<file path="config.mk">
export PLATFORM = sky130hd
export DESIGN_NAME = fxu_rs
export DESIGN_NICKNAME = d
export VERILOG_FILES = /design/src/rtl/fxu_rs.sv
export SDC_FILE = /design/constraint.sdc
export NUM_CORES = 1
export LEC_CHECK = 0
export CORE_MARGIN = 5
export CORE_UTILIZATION = 25
export DETAILED_ROUTE_END_ITERATION = 8
export DONT_BUFFER_PORTS = 1
export SYNTH_ARGS = -nofsm -noshare
export SYNTH_HDL_FRONTEND = slang
export SYNTH_SLANG_ARGS = --single-unit
export TNS_END_PERCENT = 20
</file>
<file path="constraint.sdc">
create_clock -name clk -period 11.4 [get_ports clk]
set_input_delay 2.85 -clock clk [delete_from_list [all_inputs] [get_ports clk]]
set_output_delay 2.85 -clock clk [all_outputs]
set_load 0.02 [all_outputs]
</file>
<file path="src/rtl/fxu_rs.sv">
// fxu_rs: age-ordered reservation station with CDB wakeup that issues the oldest ready op to the FXU.
// Optional synchronous flush input is enabled by defining FXU_RS_FLUSH_EN.
module fxu_rs #(
  parameter int DEPTH = 4
) (
  input  logic                       clk,
  input  logic                       rst,
`ifdef FXU_RS_FLUSH_EN
  input  logic                       flush,
`endif
  input  logic                       disp_valid,
  output logic                       disp_ready,
  input  logic [3:0]                 disp_opcode,
  input  logic [3:0]                 disp_rob,
  input  logic [7:0]                 disp_i,
  input  logic                       disp_a_rdy,
  input  logic [15:0]                disp_a,
  input  logic                       disp_b_rdy,
  input  logic [15:0]                disp_b,
  input  logic                       cdb_valid,
  input  logic [3:0]                 cdb_tag,
  input  logic [15:0]                cdb_value,
  output logic                       issue_valid,
  output logic [3:0]                 issue_opcode,
  output logic [3:0]                 issue_rob,
  output logic [15:0]                issue_va,
  output logic [15:0]                issue_vb,
  output logic [7:0]                 issue_i,
  output logic [$clog2(DEPTH+1)-1:0] rs_count
);

  localparam int CW = $clog2(DEPTH + 1);
  localparam int IW = (DEPTH > 1) ? $clog2(DEPTH) : 1;

  typedef enum logic {ST_IDLE = 1'b0, ST_ISSUED = 1'b1} state_t;

  typedef struct packed {
    logic [3:0]  op;
    logic [3:0]  rob;
    logic [7:0]  imm;
    logic        a_rdy;
    logic [15:0] a_val;
    logic [3:0]  a_tag;
    logic        b_rdy;
    logic [15:0] b_val;
    logic [3:0]  b_tag;
  } entry_t;

  state_t        r_state;
  state_t        w_state_nxt;
  logic [CW-1:0] r_count;
  logic [CW-1:0] w_count_nxt;
  logic [CW-1:0] w_wr_idx;
  logic          r_disp_ready;
  logic          r_issue_valid;
  logic [3:0]    r_issue_op;
  logic [3:0]    r_issue_rob;
  logic [15:0]   r_issue_va;
  logic [15:0]   r_issue_vb;
  logic [7:0]    r_issue_i;
  entry_t        r_ent [DEPTH];
  entry_t        w_wk  [DEPTH];
  entry_t        w_sh  [DEPTH];
  entry_t        w_nxt [DEPTH];
  entry_t        w_new;
  logic          w_found;
  logic [IW-1:0] w_sel;
  logic          w_issue;
  logic          w_disp;
  logic          w_flush;
  logic          w_movx;

`ifdef FXU_RS_FLUSH_EN
  assign w_flush = flush;
`else
  assign w_flush = 1'b0;
`endif

  assign disp_ready   = r_disp_ready;
  assign issue_valid  = r_issue_valid;
  assign issue_opcode = r_issue_op;
  assign issue_rob    = r_issue_rob;
  assign issue_va     = r_issue_va;
  assign issue_vb     = r_issue_vb;
  assign issue_i      = r_issue_i;
  assign rs_count     = r_count;

  // Wakeup of buffered operands from the CDB
  always_comb begin
    for (int k = 0; k < DEPTH; k++) begin
      w_wk[k] = r_ent[k];
      if (cdb_valid && !r_ent[k].a_rdy && (r_ent[k].a_tag == cdb_tag)) begin
        w_wk[k].a_rdy = 1'b1;
        w_wk[k].a_val = cdb_value;
      end else begin
        w_wk[k].a_rdy = r_ent[k].a_rdy;
      end
      if (cdb_valid && !r_ent[k].b_rdy && (r_ent[k].b_tag == cdb_tag)) begin
        w_wk[k].b_rdy = 1'b1;
        w_wk[k].b_val = cdb_value;
      end else begin
        w_wk[k].b_rdy = r_ent[k].b_rdy;
      end
    end
  end

  // Oldest-ready selection on registered state; only the idle state may issue
  always_comb begin
    w_found = 1'b0;
    w_sel   = '0;
    for (int k = 0; k < DEPTH; k++) begin
      if (!w_found && (CW'(k) < r_count) && r_ent[k].a_rdy && r_ent[k].b_rdy) begin
        w_found = 1'b1;
        w_sel   = IW'(k);
      end else begin
        w_found = w_found;
      end
    end
    w_issue = (r_state == ST_IDLE) && w_found && !w_flush;
    w_disp  = disp_valid && r_disp_ready && !w_flush;
  end

  // Build the dispatching entry, including same-cycle CDB bypass; MOV-class ops need no B
  always_comb begin
    w_movx      = (disp_opcode == 4'd4) || (disp_opcode == 4'd5) || (disp_opcode == 4'd6);
    w_new       = '0;
    w_new.op    = disp_opcode;
    w_new.rob   = disp_rob;
    w_new.imm   = disp_i;
    w_new.a_tag = disp_a[3:0];
    w_new.b_tag = disp_b[3:0];
    if (disp_a_rdy) begin
      w_new.a_rdy = 1'b1;
      w_new.a_val = disp_a;
    end else if (cdb_valid && (disp_a[3:0] == cdb_tag)) begin
      w_new.a_rdy = 1'b1;
      w_new.a_val = cdb_value;
    end else begin
      w_new.a_rdy = 1'b0;
      w_new.a_val = 16'h0000;
    end
    if (w_movx) begin
      w_new.b_rdy = 1'b1;
      w_new.b_val = 16'h0000;
    end else if (disp_b_rdy) begin
      w_new.b_rdy = 1'b1;
      w_new.b_val = disp_b;
    end else if (cdb_valid && (disp_b[3:0] == cdb_tag)) begin
      w_new.b_rdy = 1'b1;
      w_new.b_val = cdb_value;
    end else begin
      w_new.b_rdy = 1'b0;
      w_new.b_val = 16'h0000;
    end
  end

  // Compaction after issue, then append at the first free slot
  always_comb begin
    w_wr_idx = r_count - CW'(w_issue);
    for (int k = 0; k < DEPTH; k++) begin
      if (w_issue && (IW'(k) >= w_sel) && (k < DEPTH - 1)) begin
        w_sh[k] = w_wk[(k < DEPTH - 1) ? k + 1 : k];
      end else begin
        w_sh[k] = w_wk[k];
      end
      if (w_disp && (CW'(k) == w_wr_idx)) begin
        w_nxt[k] = w_new;
      end else begin
        w_nxt[k] = w_sh[k];
      end
    end
    if (w_flush) begin
      w_count_nxt = '0;
    end else begin
      w_count_nxt = r_count + CW'(w_disp) - CW'(w_issue);
    end
  end

  // Issue FSM next state: an issue always costs one hold cycle
  always_comb begin
    w_state_nxt = r_state;
    case (r_state)
      ST_IDLE: begin
        if (w_issue) begin
          w_state_nxt = ST_ISSUED;
        end else begin
          w_state_nxt = ST_IDLE;
        end
      end
      ST_ISSUED: w_state_nxt = ST_IDLE;
      default:   w_state_nxt = ST_IDLE;
    endcase
  end

  // State, buffer and issue payload registers
  always_ff @(posedge clk or posedge rst) begin
    if (rst) begin
      r_state       <= ST_IDLE;
      r_count       <= '0;
      r_disp_ready  <= 1'b1;
      r_issue_valid <= 1'b0;
      r_issue_op    <= 4'h0;
      r_issue_rob   <= 4'h0;
      r_issue_va    <= 16'h0000;
      r_issue_vb    <= 16'h0000;
      r_issue_i     <= 8'h00;
      for (int k = 0; k < DEPTH; k++) begin
        r_ent[k] <= '0;
      end
    end else begin
      r_state       <= w_state_nxt;
      r_count       <= w_count_nxt;
      r_disp_ready  <= (w_count_nxt < CW'(DEPTH));
      r_issue_valid <= w_issue;
      if (w_issue) begin
        r_issue_op  <= r_ent[w_sel].op;
        r_issue_rob <= r_ent[w_sel].rob;
        r_issue_va  <= r_ent[w_sel].a_val;
        r_issue_vb  <= r_ent[w_sel].b_val;
        r_issue_i   <= r_ent[w_sel].imm;
      end
      for (int k = 0; k < DEPTH; k++) begin
        r_ent[k] <= w_nxt[k];
      end
    end
  end

endmodule

</file>
=== Word-level counts from Yosys, hierarchy flattened ===
Cells that the tools add are included.

* Word-level logic and storage cells: 172
* Register bits after elaboration: 286

* Equal/unequal tests: 16
* Bitwise operators: 2
* Reduce and logical (&&, ||, !) cells: 57
* $lt $le $gt $ge: 9
* Mux-type cells: 40
* Add/subtract/negate cells: 3

{| class="wikitable"
|+ Operator list
! operator !! count
|-
| 2-to-1 mux 58 bit || 8
|-
| 2-to-1 mux 16 bit || 8
|-
| binary-select mux 58 bit (select 2 bit) || 1
|-
| 2-to-1 mux 17 bit || 5
|-
| 2-to-1 mux 42 bit || 1
|-
| equality test 4 bit || 10
|-
| logical AND 1 bit || 38
|-
| 2-to-1 mux 1 bit || 14
|-
| equality test 4 x 3 -> 1 bit, second input constant || 3
|-
| logical NOT 1 bit || 11
|-
| equality test 2 x 3 -> 1 bit, first input constant || 2
|-
| less-than comparator 1 x 3 -> 1 bit, first input constant || 2
|-
| less-than comparator 2 x 3 -> 1 bit, first input constant || 2
|-
| nonzero test 2 bit || 3
|-
| nonzero test 3 bit || 2
|-
| subtractor 3 x 1 -> 3 bit || 2
|-
| greater-or-equal comparator 1 x 2 -> 1 bit, first input constant || 2
|-
| 2-to-1 mux 2 bit || 2
|-
| adder 3 x 1 -> 3 bit || 1
|-
| equality test 1 x 3 -> 1 bit, first input constant || 1
|-
| greater-or-equal comparator 3 bit, second input constant || 1
|-
| logical NOT 3 bit || 1
|-
| less-than comparator 3 bit, second input constant || 1
|-
| inverter 2 -> 3 bit || 1
|-
| other kinds (4) || 5
|}

=== Logic depth before layout (Yosys ltp) ===
* Word-level depth: 24
* Mapped depth: 22
* Depth with buffers taken out: 15

=== Least setup slack after synthesis ===
Ideal clock, no wire load.

* Kind: input -> register
* Start point: input port cdb_tag[0]
* End point: register r_ent[179] (netlist bit)
* Path slack: 6.831 ns
* Data arrival time: 4.445 ns
* Cell stages on the path: 7
* Cells stage by stage: buf_2 -> a222oi_1 -> nand4b_1 -> nand2_1 -> buf_2 -> mux2i_1 -> a21oi_2

* Word-level cells in the longest chain between the ends: 6
* Elaborated cells between the ends (all ways): 13
* Classes of those cells: eq/ne: 3; mux: 6; reduce/logical: 4

{| class="wikitable"
|+ Ends and longest elaborated chain
! item !! line !! source
|-
| start: declaration || 21 || <nowiki>input logic [3:0] cdb_tag,</nowiki>
|-
| equality test 4 bit || 148 || <nowiki>end else if (cdb_valid && (disp_b[3:0] == cdb_tag)) begin</nowiki>
|-
| logical AND 1 bit || 148 ||
|-
| 2-to-1 mux 17 bit || 148 ||
|-
| 2-to-1 mux 17 bit || 145 || <nowiki>end else if (disp_b_rdy) begin</nowiki>
|-
| 2-to-1 mux 17 bit || 142 || <nowiki>if (w_movx) begin</nowiki>
|-
| 2-to-1 mux 58 bit || 166 || <nowiki>if (w_disp && (CW'(k) == w_wr_idx)) begin</nowiki>
|-
| end signal: indexed assignment || 223 || <nowiki>r_ent[k] <= w_nxt[k];</nowiki>
|-
| end: declaration || 61 || <nowiki>entry_t r_ent [DEPTH];</nowiki>
|}

Several ways; a longest one is shown, not always the timed one. The select of a mux whose other input is x is not followed.
A chain may end at the register's enable or synchronous reset.

=== Worst setup path in the final report ===
* Start point: register r_count[2], in the netlist rs_count[2]
* End point: register r_ent[201] (netlist bit)

* Word-level cells in the longest chain between the ends: 24
* Elaborated cells between the ends (all ways): 34
* Classes of those cells: add/sub: 1; order compare: 5; mux: 9; reduce/logical: 19

{| class="wikitable"
|+ Ends and longest elaborated chain
! item !! line !! source
|-
| start: declaration || 51 || <nowiki>logic [CW-1:0] r_count;</nowiki>
|-
| start signal: assignment || 212 || <nowiki>r_count <= w_count_nxt;</nowiki>
|-
| less-than comparator 1 x 3 -> 1 bit || 112 || <nowiki>if (!w_found && (CW'(k) < r_count) && r_ent[k].a_rdy && r_ent[k].b_rdy) begin</nowiki>
|-
| logical AND 1 bit (2 in a row) || 112 ||
|-
| 2-to-1 mux 1 bit || 112 ||
|-
| logical NOT 1 bit || 112 ||
|-
| logical AND 1 bit (3 in a row) || 112 ||
|-
| 2-to-1 mux 1 bit || 112 ||
|-
| logical NOT 1 bit || 112 ||
|-
| logical AND 1 bit (3 in a row) || 112 ||
|-
| (+2 left out) || -- ||
|-
| logical AND 1 bit (3 in a row) || 112 ||
|-
| 2-to-1 mux 1 bit (*) || 112 ||
|-
| logical AND 1 bit (*) || 119 || <nowiki>w_issue = (r_state == ST_IDLE) && w_found && !w_flush;</nowiki>
|-
| via w_issue || 68 || <nowiki>logic w_issue;</nowiki>
|-
| subtractor 3 x 1 -> 3 bit || 159 || <nowiki>w_wr_idx = r_count - CW'(w_issue);</nowiki>
|-
| logical NOT 3 bit || 166 ||
|-
| logical AND 1 bit || 166 ||
|-
| nonzero test 3 bit (no source line) or 2-to-1 mux 58 bit (tied branches) || -- ||
|}

Mark *: on every way through the listed nets, which the timed path passes. The rest lies on a longest branch. The select of a mux whose other input is x is not followed.

==> metrics.md <==
| Metric | Value |
|---|---|
| Pint | 3.220 mW |
| I/O Buffers | 0 |
| Yosys warnings | 0 |
| Worst IR Drop VDD | 315.9 µV |
| Time the worst path needs with I/O delays and setup | 5.320 ns |
| Post-place instance area | around 16000 µm² |
| Setup violators final | 0 |
| Relative slew slack | 23.03% |
| Remaining Overflow, GRT | 0 |
| Result of the run | finished clean |
| Critical path data required time | around 12 ns |
| Fillers | 6156 |
| Critical Path Sink Type | flop |
| Final std cell area, no fill | 16680 µm² |
| Reported max-cap violation count | 0 |
| Num CTS Buffers | 30 |
| CTS tree | done |
| Synth Register Bits | 285 |
| RSZ-0062 raised after global routing | no |
| Static power due to leakage | approximately 7.7 nW |
| Power dissipated by switching net loads | between 2 and 3 mW |
| Fraction of the cycle the final worst path needs | 46.66% |
| Post-cts hold buffer count | 0 |
| Initial cell density of the core | approximately a quarter |
| Clock Path Buffers | 3 |
| Clock sinks | 285 |
| Total number of vias | about 12000 |
| Transition time of the tightest slew-check pin | 1.132 ns |
| Number of synthesized flops with an enable pin | 0 |
| Sw frac | about 46% |
| Number of pins exceeding their max-slew limit in the final report | 0 |
| Most frequent standard cell in the layout excluding fill and tap cells | sky130_fd_sc_hd__dfrtp_1 |
| Syn Std Cell Area | approximately 15000 µm² |
| Power Dens Cells | between 300 and 400 nW/µm² |
| Starting DRT DRC Count | 1268 |
| Post-DR wirelength/cell | 24.17 µm |
| Post-Syn Nets | 1580 |
| Detailed Route WL | approximately 53000 µm |
| Dpl hpwl | 32260 µm |
| Width of the die | 254.9 µm |
| Global-route wire length before repair | 80420 µm |
| Type of the worst min-delay path | flop to flop |
| Largest fanout on the critical path | 56 |
| Fraction of layout instances using a drive strength above 1 | 7.687% |
| Crit start category | flop |
| Final total negative setup slack | 0 ns |
| Vertical extent of the die | 254.9 µm |
| Worst setup slack before clock tree synthesis | roughly 5.8 ns |
| Clock Tree Root | sky130_fd_sc_hd__clkbuf_16 |
| Final-stage net count | ~1500 |
| Sequential cell area | 7133 µm² |
| Vias per Instance | 5.569 |
| Post-detailed-route DRC marker count | 0 |
| Critical path start-end classification | flop to flop |
| Clock latency at the later pin of the worst-skew pair | between 0.5 and 0.6 ns |
| Number of global-route vias before repair | 12410 |
| Proportion of power drawn by flip-flops and latches | between 30 and 40% |
| H-tree lvl count | 1 |
| Clock tree skew after final layout | 0.03097 ns |
| 1st-pass router iterations | 8 |
| Crit path setup slack, layout | 6.080 ns |
| DIE AREA | 64980 µm² |
| Area growth from synthesis to final layout | 11.23% |
| Maximum achievable frequency | 0.1880 GHz |
| Primary flip-flop cell chosen by synthesis mapping | sky130_fd_sc_hd__dfrtp_1 |
| Placeable core area | 59240 µm² |
| Hold violation total from the final report | 0 |
| Proportion of synthesized flip-flops having asynchronous set or reset | between 90% and 100% |
| Instance count after placement with tap cells included | 2150 |
| Number of library cell types mapped by synthesis | a little under 60 |
| Total Power Consumption | 5.943 mW |
| Pin count of the biggest net entering global routing | 176 |
| Clock network fraction of total power | 17.1% |
| Worst slack on hold paths | 0.5052 ns |
| Number of ports placed on the die boundary | 127 |
| Share of the yosys chip area belonging to registers | 47.57% |
| Number of placement rows | 89 |
| Number of instances resized during post-cts repair | 0 |
| Leading cell types in the layout, fill and taps excluded | 284 x sky130_fd_sc_hd__dfrtp_1, 194 x sky130_fd_sc_hd__mux2i_1, 184 x sky130_fd_sc_hd__nand2_1, 84 x sky130_fd_sc_hd__o21ai_0, 84 x sky130_fd_sc_hd__o22ai_1 |
| Fraction of power consumed by combinational cells | around half |
| Post-layout util | 28.16% |
| Clock-pin slew on the worst setup and hold paths | about 0.060 ns |
| Global router's overall resource usage | 15.85% |
| Number of nets with antenna violations after routing | 0 |
| Number of setup buffers added after CTS | 0 |
| Initial antenna violation count | 5 |
| Mean instance size in the synthesized netlist | 10.00 µm² |
| Multi-input gate area | 7182 µm² |
| Weighted congestion at the end of routability-driven global placement | just over 0.8 |
| Post-synthesis cell count | 1499 |
| Number of non-filler instances in the completed layout | ~2200 |
| Data arrival at the endpoint of the critical path | 5.71 ns |
[worst max-delay path, cell delays in order (launching register included)]
cell and delay [ns]:
sky130_fd_sc_hd__dfrtp_1 0.54, sky130_fd_sc_hd__inv_1 0.15, sky130_fd_sc_hd__ha_1 0.22, sky130_fd_sc_hd__nor2b_1 0.27, sky130_fd_sc_hd__o21bai_4 0.18, sky130_fd_sc_hd__a21o_4 0.58
sky130_fd_sc_hd__inv_1 0.19, sky130_fd_sc_hd__ha_1 0.24, sky130_fd_sc_hd__ha_1 0.20, sky130_fd_sc_hd__xor2_2 0.19, sky130_fd_sc_hd__nor2_2 0.15, sky130_fd_sc_hd__and3_4 0.61
sky130_fd_sc_hd__or3_1 0.73, sky130_fd_sc_hd__and2_1 0.68, sky130_fd_sc_hd__a221oi_1 0.19
[sequential cells by signal (all words and copies together), names as in the netlist]
name and flops:
disp_ready 1, issue_i 8, issue_opcode 4, issue_rob 4, issue_va 16, issue_valid 1, issue_vb 16, r_ent 232
rs_count 3
[logic make-up (layout without fill, tap and decap cells)]
family / after synthesis / in the layout / synth area share [%]
other: 0 / 2 / 0
adders and majority gates: 7 / 7 / 0.6341
muxes: 197 / 197 / 13.17
AOI/OAI and AO/OA: 474 / 474 / 22.49
and+or+nand+nor: 313 / 313 / 9.070
buffers and inverters: 193 / 125 / 5.265
DFF: 285 / 285 / 47.57
xor gates and xnor gates: 30 / 30 / 1.802
[power groups by stage]
stage	Sequential (mW)	Combinational (mW)	Clock [mW]
after CTS	2.02	2.89	1.04
after floorplan	1.89	2.15	0
final	2.01	2.91	1.02
after detailed placement	2.03	2.88	0
after global routing	2.08	3.17	1.08
after global placement	2.01	2.79	0
[layout make-up]
| cell class | count | share of cell area, % |
|---|---|---|
| Sequential cell | 285 | 42.77 |
| Clock inverter | 9 | 0.8101 |
| Antenna cell | 2 | 0.03001 |
| Tap cell | 773 | 5.799 |
| Timing Repair Buffer | 25 | 1.200 |
| Multi-Input combinational cell | 1021 | 43.06 |
| Clock buffer | 45 | 5.258 |
| Inverter | 46 | 1.080 |
[Yosys cell counts, types with 6 or more instances]
| cell | n | area, µm² |
|---|---|---|
| sky130_fd_sc_hd__nor3_1 | 9 | 45.04 |
| sky130_fd_sc_hd__a222oi_1 | 27 | 270.3 |
| sky130_fd_sc_hd__xor2_1 | 13 | 113.9 |
| sky130_fd_sc_hd__o22ai_1 | 84 | 525.5 |
| sky130_fd_sc_hd__a22o_1 | 30 | 262.8 |
| sky130_fd_sc_hd__mux2i_1 | 195 | 1952 |
| sky130_fd_sc_hd__a21oi_1 | 55 | 275.3 |
| sky130_fd_sc_hd__nor2_1 | 59 | 221.5 |
| sky130_fd_sc_hd__buf_2 | 27 | 135.1 |
| sky130_fd_sc_hd__clkbuf_1 | 105 | 394.1 |
| sky130_fd_sc_hd__nand2_1 | 189 | 709.4 |
| sky130_fd_sc_hd__ha_1 | 6 | 75.07 |
| sky130_fd_sc_hd__inv_1 | 46 | 172.7 |
| sky130_fd_sc_hd__a211oi_1 | 6 | 45.04 |
| sky130_fd_sc_hd__a221oi_1 | 49 | 429.2 |
| sky130_fd_sc_hd__o21ai_0 | 84 | 420.4 |
| sky130_fd_sc_hd__a21o_1 | 51 | 382.9 |
| sky130_fd_sc_hd__dfrtp_1 | 284 | 7107 |
| sky130_fd_sc_hd__buf_1 | 9 | 33.78 |
| sky130_fd_sc_hd__nand2b_1 | 6 | 37.54 |
| sky130_fd_sc_hd__nor2b_1 | 18 | 112.6 |
| sky130_fd_sc_hd__xnor2_1 | 16 | 140.1 |
| sky130_fd_sc_hd__o221ai_1 | 65 | 569.3 |
| sky130_fd_sc_hd__a21oi_2 | 10 | 87.58 |
[final timing paths]
path / startpoint / slack (ns) / depth (start not counted) / to
max in group asynchronous: rst / 7.60 / 2 / r_ent[25]
min in group asynchronous: rst / 2.28 / 1 / rs_count[0]
hold reg to reg: r_ent[21] / 0.51 / 2 / r_ent[79]
hold / removal: r_ent[21] / 0.51 / 2 / r_ent[79]
setup reg to reg: rs_count[2] / 6.08 / 14 / r_ent[201]
setup / recovery: rs_count[2] / 6.08 / 14 / r_ent[201]
[per-layer routing]
metal  track usage, %  up-vias  share of wire, %
met5                0        -             0.077
met3            4.969       99               9.5
met2            25.67      522                47
met1            20.41     6281                40
met4            4.853        6               3.0
li1                 -     5377                 -
Note: power is estimated with default switching activity, not from simulation.
